File: config.mk
export PLATFORM = sky130hd
export DESIGN_NAME = regfile_wb_sb_flat
export DESIGN_NICKNAME = d
export VERILOG_FILES = /design/src/rtl/regfile_wb_sb_if.sv /design/src/rtl/regfile_wb_sb.sv /design/src/flat_wrapper.sv
export SDC_FILE = /design/constraint.sdc
export NUM_CORES = 2
export LEC_CHECK = 0
export CAP_MARGIN = 20
export CORE_MARGIN = 8
export CORE_UTILIZATION = 40
export CTS_CLUSTER_DIAMETER = 60
export DETAILED_ROUTE_END_ITERATION = 6
export RECOVER_POWER = 50
export SYNTH_ARGS = -nofsm -noshare
export SYNTH_HDL_FRONTEND = slang
export SYNTH_SLANG_ARGS = --single-unit
File: constraint.sdc
create_clock -name clk -period 7.9 [get_ports clk]
set_input_delay 0.79 -clock clk [delete_from_list [all_inputs] [get_ports clk]]
set_output_delay 0.79 -clock clk [all_outputs]
set_load 0.005 [all_outputs]
File: src/rtl/regfile_wb_sb_if.sv
// regfile_wb_sb_if: write-back, read and issue signals between the pipeline and the register file
interface regfile_wb_sb_if #(parameter int DATA_W = 32, parameter int NREG = 32);
  localparam int AW = $clog2(NREG);
  localparam int CW = AW + 1;
  logic              wb_en;
  logic [AW-1:0]     wb_addr;
  logic [DATA_W-1:0] wb_data;
  logic [AW-1:0]     rs_addr;
  logic [AW-1:0]     rt_addr;
  logic              rs_used;
  logic              rt_used;
  logic              issue_valid;
  logic [AW-1:0]     issue_rd;
  logic [DATA_W-1:0] rs_data;
  logic [DATA_W-1:0] rt_data;
  logic              rs_busy;
  logic              rt_busy;
  logic              stall;
  logic [CW-1:0]     pend_cnt;
  modport master (
    output wb_en, wb_addr, wb_data, rs_addr, rt_addr, rs_used, rt_used, issue_valid, issue_rd,
    input  rs_data, rt_data, rs_busy, rt_busy, stall, pend_cnt
  );
  modport slave (
    input  wb_en, wb_addr, wb_data, rs_addr, rt_addr, rs_used, rt_used, issue_valid, issue_rd,
    output rs_data, rt_data, rs_busy, rt_busy, stall, pend_cnt
  );
endinterface

File: src/rtl/regfile_wb_sb.sv
// regfile_wb_sb: MIPS register file with write-through bypass, hardwired $0 and pending-write scoreboard
module regfile_wb_sb #(
  parameter int DATA_W = 32,
  parameter int NREG   = 32
) (
  input logic             clk,
  input logic             rst_n,
  regfile_wb_sb_if.slave  bus
);
  localparam int AW = $clog2(NREG);
  localparam int CW = AW + 1;
  logic [DATA_W-1:0] r_regs [NREG];
  logic [NREG-1:0]   r_busy;
  logic [CW-1:0]     r_pend;
  logic [NREG-1:0]   w_busy_nxt;
  logic [CW-1:0]     w_pend_nxt;
  logic              w_wb, w_rs_hit, w_rt_hit, w_rs_busy, w_rt_busy, w_stall, w_iss;
  // bypass is suppressed in reset so every output reads 0 while rst_n is low
  assign w_wb      = bus.wb_en & rst_n;
  assign w_rs_hit  = w_wb && bus.wb_addr == bus.rs_addr;
  assign w_rt_hit  = w_wb && bus.wb_addr == bus.rt_addr;
  assign w_rs_busy = r_busy[bus.rs_addr] & ~w_rs_hit;
  assign w_rt_busy = r_busy[bus.rt_addr] & ~w_rt_hit;
  assign w_stall   = (w_rs_busy & bus.rs_used) | (w_rt_busy & bus.rt_used);
  assign w_iss     = bus.issue_valid & ~w_stall & (bus.issue_rd != '0);
  assign bus.rs_data  = bus.rs_addr == '0 ? '0 : w_rs_hit ? bus.wb_data : r_regs[bus.rs_addr];
  assign bus.rt_data  = bus.rt_addr == '0 ? '0 : w_rt_hit ? bus.wb_data : r_regs[bus.rt_addr];
  assign bus.rs_busy  = w_rs_busy;
  assign bus.rt_busy  = w_rt_busy;
  assign bus.stall    = w_stall;
  assign bus.pend_cnt = r_pend;
  // next scoreboard state: a new issue owns the register even if its old write-back lands now
  always_comb begin
    w_busy_nxt = '0;
    w_pend_nxt = '0;
    for (int i = 1; i < NREG; i++) begin
      w_busy_nxt[i] = (w_iss && bus.issue_rd == AW'(i)) | (r_busy[i] & ~(w_wb && bus.wb_addr == AW'(i)));
      w_pend_nxt    = w_pend_nxt + CW'(w_busy_nxt[i]);
    end
  end
  // register storage; entry 0 is never written and never read
  always_ff @(posedge clk or negedge rst_n) begin
    if (!rst_n) begin
      for (int i = 1; i < NREG; i++) r_regs[i] <= '0;
    end else if (w_wb && bus.wb_addr != '0) begin
      r_regs[bus.wb_addr] <= bus.wb_data;
    end
  end
  // scoreboard and its population count advance together
  always_ff @(posedge clk or negedge rst_n) begin
    if (!rst_n) begin
      r_busy <= '0;
      r_pend <= '0;
    end else begin
      r_busy <= w_busy_nxt;
      r_pend <= w_pend_nxt;
    end
  end
endmodule

File: src/flat_wrapper.sv
// flat-port wrapper written by rule: the top's interface ports become plain ports
module regfile_wb_sb_flat 
#(
  parameter int DATA_W = 32,
  parameter int NREG   = 32
)
  (clk, rst_n, bus_wb_en, bus_wb_addr, bus_wb_data, bus_rs_addr, bus_rt_addr, bus_rs_used, bus_rt_used, bus_issue_valid, bus_issue_rd, bus_rs_data, bus_rt_data, bus_rs_busy, bus_rt_busy, bus_stall, bus_pend_cnt);
  regfile_wb_sb_if #(.DATA_W(DATA_W), .NREG(NREG)) bus_i ();
  input logic clk;
  input logic rst_n;
  input wire logic [$bits(bus_i.wb_en)-1:0] bus_wb_en;
  input wire logic [$bits(bus_i.wb_addr)-1:0] bus_wb_addr;
  input wire logic [$bits(bus_i.wb_data)-1:0] bus_wb_data;
  input wire logic [$bits(bus_i.rs_addr)-1:0] bus_rs_addr;
  input wire logic [$bits(bus_i.rt_addr)-1:0] bus_rt_addr;
  input wire logic [$bits(bus_i.rs_used)-1:0] bus_rs_used;
  input wire logic [$bits(bus_i.rt_used)-1:0] bus_rt_used;
  input wire logic [$bits(bus_i.issue_valid)-1:0] bus_issue_valid;
  input wire logic [$bits(bus_i.issue_rd)-1:0] bus_issue_rd;
  output wire logic [$bits(bus_i.rs_data)-1:0] bus_rs_data;
  output wire logic [$bits(bus_i.rt_data)-1:0] bus_rt_data;
  output wire logic [$bits(bus_i.rs_busy)-1:0] bus_rs_busy;
  output wire logic [$bits(bus_i.rt_busy)-1:0] bus_rt_busy;
  output wire logic [$bits(bus_i.stall)-1:0] bus_stall;
  output wire logic [$bits(bus_i.pend_cnt)-1:0] bus_pend_cnt;
  assign bus_i.wb_en = bus_wb_en;
  assign bus_i.wb_addr = bus_wb_addr;
  assign bus_i.wb_data = bus_wb_data;
  assign bus_i.rs_addr = bus_rs_addr;
  assign bus_i.rt_addr = bus_rt_addr;
  assign bus_i.rs_used = bus_rs_used;
  assign bus_i.rt_used = bus_rt_used;
  assign bus_i.issue_valid = bus_issue_valid;
  assign bus_i.issue_rd = bus_issue_rd;
  assign bus_rs_data = bus_i.rs_data;
  assign bus_rt_data = bus_i.rt_data;
  assign bus_rs_busy = bus_i.rs_busy;
  assign bus_rt_busy = bus_i.rt_busy;
  assign bus_stall = bus_i.stall;
  assign bus_pend_cnt = bus_i.pend_cnt;
  regfile_wb_sb #(.DATA_W(DATA_W), .NREG(NREG)) u_core (.clk(clk), .rst_n(rst_n), .bus(bus_i));
endmodule
==> Word-level counts from Yosys, hierarchy flattened <==
Cells that the tools add are included.
{ "op_classes": {"add_sub_neg": 30, "order_cmp": 6, "n_eq_ne": 64, "muxes": 17, "bitwise": 107, "n_reduce_logical": 71} }
{ "ops": {"columns": ["cell", "count"], "rows": [
  ["bitwise mux 1024 bit", 1],
  ["binary-select mux 32 bit (select 5 bit)", 2],
  ["2-to-1 mux 32 bit", 9],
  ["adder 6 x 1 -> 6 bit", 29],
  ["demux 32 bit (select 5 bit)", 1],
  ["== test 5 bit, second input constant", 32],
  ["== test 5 x 4 -> 1 bit, second input constant", 16],
  ["logical AND 1 bit", 66],
  ["== test 5 x 3 -> 1 bit, second input constant", 8],
  ["AND 1 bit", 38],
  ["inverter 1 bit", 34],
  ["bitwise OR 1 bit", 32],
  ["== test 5 x 2 -> 1 bit, second input constant", 4],
  [">= comparator 6 bit, second input constant", 3],
  ["inverter 5 -> 6 bit", 3],
  ["< comparator 5 x 6 -> 1 bit, second input constant", 2],
  ["binary-select mux 1 bit (select 5 bit)", 2],
  ["== test 5 x 1 -> 1 bit, second input constant", 2],
  ["== test 5 bit", 2],
  ["logical NOT 5 bit", 2],
  ["nonzero test 5 bit", 2],
  ["< comparator 6 x 1 -> 1 bit, second input constant", 1],
  ["adder 1 x 1 -> 2 bit", 1],
  ["2-to-1 mux 1 bit", 2],
  ["AND reduction 2 bit", 1]
]} }
{ "totals": {"ff_bits": 1061, "output_inout_bits": 73, "wordCells": 329} }

==> Longest topological paths before layout <==
{ "depth": {"word_depth": 41, "mapped_depth": 27} }

==> Worst setup path after synthesis <==
No wires, ideal clock.
{ "synth_timing": {"path_kind": "input -> register", "startpoint": "in bus_rt_addr[0]", "endpoint": "reg u_core.r_pend[4], in the netlist u_core.bus.pend_cnt[4]", "setup_ns": 0.123, "arrival_ns": 6.660, "slack_ns": 1.117, "cell_stages": 24, "path_buffers": 2, "cell_sequence": "buf_6 mux4_2 mux2_2 a221oi_2 nor4_2 a32oi_2 buf_2 a32o_1 ha_1 fa_1 fa_1 fa_1 fa_1 inv_1 fa_1 fa_1 inv_1 ha_1 inv_1 fa_1 inv_1 a21o_1 a21oi_1 xnor2_1"} }
{ "synth_between": {"elab_chain_len": 41} }
{ "synth_rtl": {"columns": ["element", "line", "text"], "rows": [
  ["start, declared", "flat_wrapper.sv:15", "input wire logic [$bits(bus_i.rt_addr)-1:0] bus_rt_addr;"],
  ["branches (longest 3 deep; another with binary-select mux 1 bit (select 5 bit))", null, null],
  ["AND 1 bit *", "regfile_wb_sb.sv:23", "assign w_rt_busy = r_busy[bus.rt_addr] & ~w_rt_hit;"],
  ["via bus_rt_busy", "flat_wrapper.sv:23", "output wire logic [$bits(bus_i.rt_busy)-1:0] bus_rt_busy;"],
  ["AND 1 bit *", "regfile_wb_sb.sv:24", "assign w_stall = (w_rs_busy & bus.rs_used) | (w_rt_busy & bus.rt_used);"],
  ["bitwise OR 1 bit *", "regfile_wb_sb.sv:24", null],
  ["inverter 1 bit *", "regfile_wb_sb.sv:25", "assign w_iss = bus.issue_valid & ~w_stall & (bus.issue_rd != '0);"],
  ["AND 1 bit * (2 in a row)", "regfile_wb_sb.sv:25", null],
  ["logical AND 1 bit *", "regfile_wb_sb.sv:37", "w_busy_nxt[i] = (w_iss && bus.issue_rd == AW'(i)) | (r_busy[i] & ~(w_wb && bus.wb_addr == AW'(i)));"],
  ["bitwise OR 1 bit *", "regfile_wb_sb.sv:37", null],
  ["via u_core.w_busy_nxt[1]", "regfile_wb_sb.sv:15", "logic [NREG-1:0] w_busy_nxt;"],
  ["adder 1 x 1 -> 2 bit *", "regfile_wb_sb.sv:38", "w_pend_nxt = w_pend_nxt + CW'(w_busy_nxt[i]);"],
  ["adder 6 x 1 -> 6 bit * (29 in a row)", "regfile_wb_sb.sv:38", null],
  ["via u_core.w_pend_nxt[4]", "regfile_wb_sb.sv:16", "logic [CW-1:0] w_pend_nxt;"],
  ["end signal, assigned", "regfile_wb_sb.sv:56", "r_pend <= w_pend_nxt;"],
  ["end, declared", "regfile_wb_sb.sv:14", "logic [CW-1:0] r_pend;"]
]} }
Mark *: on every way through the listed nets, which the timed path passes. The select of a mux whose other input is x is not followed.
A chain may end at the register's enable or synchronous reset.

==> Worst setup path in the final report <==
{ "layout_timing": {"startpoint": "in bus_wb_addr[1]", "endpoint": "reg u_core.r_pend[4], in the netlist u_core.bus.pend_cnt[4]"} }
{ "layout_between": {"elab_chain_len": 41} }
{ "layout_rtl": {"columns": ["element", "line", "text"], "rows": [
  ["start, declared", "flat_wrapper.sv:12", "input wire logic [$bits(bus_i.wb_addr)-1:0] bus_wb_addr;"],
  ["== test 5 bit (on tied branches)", "regfile_wb_sb.sv:20, regfile_wb_sb.sv:21", null],
  ["logical AND 1 bit (on tied branches)", "regfile_wb_sb.sv:20, regfile_wb_sb.sv:21", null],
  ["inverter 1 bit (on tied branches)", "regfile_wb_sb.sv:22, regfile_wb_sb.sv:23", null],
  ["AND 1 bit (on tied branches)", "regfile_wb_sb.sv:22, regfile_wb_sb.sv:23", null],
  ["AND 1 bit", "regfile_wb_sb.sv:24", null],
  ["bitwise OR 1 bit", "regfile_wb_sb.sv:24", null],
  ["inverter 1 bit", "regfile_wb_sb.sv:25", null],
  ["AND 1 bit (2 in a row)", "regfile_wb_sb.sv:25", null],
  ["logical AND 1 bit", "regfile_wb_sb.sv:37", null],
  ["bitwise OR 1 bit *", "regfile_wb_sb.sv:37", null],
  ["via u_core.w_busy_nxt[2]", "regfile_wb_sb.sv:15", null],
  ["adder 1 x 1 -> 2 bit *", "regfile_wb_sb.sv:38", null],
  ["adder 6 x 1 -> 6 bit * (29 in a row)", "regfile_wb_sb.sv:38", null],
  ["via u_core.w_pend_nxt[4]", "regfile_wb_sb.sv:16", null]
]} }
The timed path passes the listed nets; every way through them passes the cells marked *.

==> results.json <==
{
  "clk_path_buf_depth": 3,
  "htreeDepth": 3,
  "mostFrequentLayoutCell": "dfrtp_1",
  "clockRootBuffer": "clkbuf_16",
  "netlist_area_um2": 57700,
  "drt-initial-drc-count": 3265,
  "crit_path_end_kind": "flop",
  "critPathLaunchType": "input port",
  "grt_max_degree": 168,
  "cp_top_family": "adder cells",
  "crit_cells": 24,
  "leakage_nw": 28.1,
  "status": "finished with violations",
  "die_h_um": 396,
  "yosys.area_share.simple_pct": 4.32,
  "area_growth_pct": 12.4,
  "wl_per_cell_um": 30.7,
  "rsz0062_at_grt": "false",
  "grt_pass1_vias": 38800,
  "clock_latency_ps": 720,
  "yosysSeqAreaShare_pct": 46.3,
  "syn-instance-count": 4029,
  "ff2ff_path_depth": 23,
  "power_w": 0.0170,
  "drv_cap": 29,
  "die_x_um": 396,
  "postCtsSetupBuffers": 0,
  "worstSetupPathType": "input port to flop",
  "synth_top_flop_cell": "dfrtp_1",
  "core_um2": 143000,
  "hpwl_um": 99500,
  "synth_area_leaders": "dfrtp_1, mux4_2, mux2_2",
  "numCtsBuffers": 116,
  "path_buf_inv": 6,
  "ys_types": 52,
  "hold_viol_final": 0,
  "firstDrtPassIters": 7,
  "grtUsageTotal_pct": 23.3,
  "worst_slew_pin_slew_ps": 4530,
  "final_cell_mix": "dfrtp_1, mux2_2, mux4_2, nand2_1, o21ai_0",
  "synth_compound_area_share_pct": 4.14,
  "antenna_left": 0,
  "fin_skew_ps": 12.7,
  "vias_per_cell": 6.18,
  "synth_top_area_share_pct": 44.7,
  "cp.arrival_ps": 7440,
  "clk_transition_reported_paths_ps": 60,
  "clock_sinks": 1061,
  "critical-path-slowest-cell": "dlygate4sd3_1",
  "grt_pass1_wl_um": 273000,
  "synthXorXnorAreaFrac_pct": 0.197,
  "synthMuxAreaShare_pct": 40.6,
  "fin_crit_ps": 6840,
  "setup_viol": 0,
  "hp-class": "input port to asynchronous set/reset pin",
  "start_util_pct": 40.2,
  "p_per_area_nw_per_um2": 263,
  "row_count": 139,
  "synth_top_family_by_area": "multiplexers",
  "critical-path-max-stage-delay_ps": 680,
  "timing.final.crit_share_pct": 86.6,
  "crit_required_ps": 8500,
  "synthAdderAreaFrac_pct": 0.994,
  "place_congestion": 0.854,
  "cp_max_fo": 49,
  "vias": 37200,
  "layout.nets": 4106,
  "drv_slew": 1182,
  "fin_setup_tns_ps": 0,
  "path_cells": "dlygate4sd3_1 -> xor2_1 -> nor4_1 -> and3_1 -> nor4_1 -> a32oi_1 -> buf_12 -> a32o_1 -> ha_1 -> fa_1 -> fa_1 -> fa_1 -> fa_1 -> inv_1 -> fa_1 -> fa_1 -> inv_1 -> ha_1 -> inv_1 -> fa_1 -> inv_1 -> a21o_1 -> a21oi_1 -> xnor2_1",
  "overflow": 0,
  "violations": "design-rule violations, max-capacitance violations, max-slew violations",
  "synthArstFlopShare_pct": 97.0,
  "drive_above_1_share_pct": 42.3,
  "synth_area_leader_cell": "dfrtp_1",
  "peakVddDrop_v": 0.000708,
  "avgSynthCellArea_um2": 14.3,
  "fmax_ghz": 0.146,
  "path_common_cell": "fa_1",
  "port-buffer-count": 130,
  "max_slew_margin_pct": -202,
  "synth_enable_flop_cells": 32,
  "synth-seq-cells": 1061,
  "drc": 3,
  "die-area_um2": 157000,
  "routed_wirelength_um": 185000,
  "pin_count": 131,
  "cts_tree": "built",
  "yosys_warnings": 0,
  "antenna_found_initial": 7
}
==> final cells by class <==
cell class,instances,area (um2)
Fill cell,12700,78500
Multi-Input combinational cell,2541,29300
Sequential cell,1061,26700
Clock buffer,181,3550
Timing Repair Buffer,252,2390
Tap cell,1903,2380
Clock inverter,31,305
Inverter,44,170
Antenna cell,6,15.0
==> sequential cells by signal, indices dropped and copies added (netlist names) <==
name,count
u_core.r_regs,1024
u_core.bus.pend_cnt,6
u_core.r_busy,31
==> synth_stat cells (all sizes together) (2+ instances only) <==
cell,instances
a31oi,4
or2,2
dfrtp,1029
nor2,70
a32oi,18
xor2,5
o21ai,173
nand4,4
nor2b,33
a21oi,26
o211ai,11
nor4,2
clkbuf,259
a211o,3
nand2b,15
a211oi,53
and3,4
nand2,429
edfxtp,32
or3,7
a32o,31
and3b,2
a22oi,11
o311ai,8
nor3b,3
ha,9
fa,23
nand3,5
and2,10
nand3b,3
xnor2,8
mux4,594
o22ai,27
mux2i,72
buf,155
a21o,2
nor3,7
mux2,829
inv,44
==> power breakdown <==
group	switching, W	internal (W)
Combinational	0.00216	0.00255
Clock	0.00229	0.00323
Sequential	0.000559	0.00626
==> stage by stage <==
| stage | worst slack (ps) | utilization, % | hold slack, ps | std cells | cell area, um2 |
|---|---|---|---|---|---|
| 6_report | 1060 | 45.2 | 441 | 6019 | 64800 |
| 5_1_grt | 710 | 45.2 | 448 | 6013 | 64800 |
| 4_1_cts | 1220 | 45.2 | 420 | 6002 | 64800 |
| 3_5_place_dp | 509 | 42.5 | 481 | 5789 | 60900 |
| 3_3_place_gp | 502 | 42.5 | 471 | 5786 | 60900 |
| 2_1_floorplan | 1120 | - | 458 | 4060 | 57800 |
==> final timing paths <==
path                                                          to                            from  slack, ps
worst max register to register  u_core.bus.pend_cnt[4]$_DFF_PN0_     u_core.r_busy[28]$_DFF_PN0_       1200
max in group asynchronous           u_core.r_regs[7]$_DFFE_PN0P_                           rst_n       1890
worst min register to register    u_core.r_regs[671]$_DFFE_PN0P_  u_core.r_regs[671]$_DFFE_PN0P_        490
min in group clk                  u_core.r_regs[671]$_DFFE_PN0P_  u_core.r_regs[671]$_DFFE_PN0P_        490
worst max-delay path            u_core.bus.pend_cnt[4]$_DFF_PN0_                  bus_wb_addr[1]       1060
worst min-delay path                  u_core.r_busy[7]$_DFF_PN0_                           rst_n        440
==> what timing repair did <==
item                                   CTS  global route
setup endpoints to repair                0             0
endpoints found under the hold margin    5             0
hold buffers                             1             0
resized for setup                        0             0
==> logic make-up (layout without fill, tap and decap cells) <==
group           count (synthesis)  after routing
compound gates                372            372
xor+xnor                       13             13
fa+ha+maj                      32             32
buf+inv                       458            508
flops                        1061           1061
mux                          1495           1495
other cells                     1             38
simple gates                  597            597
==> layer usage <==
metal | track usage (%) | wire length, um | vias up
li1 | - | - | 15300
met1 | 31.0 | 76000 | 20200
met2 | 38.0 | 88900 | 1354
met3 | 4.35 | 11900 | 354
met4 | 9.08 | 7770 | 4
met5 | 0 | 26 | -
Power figures use the tool's default switching activity.
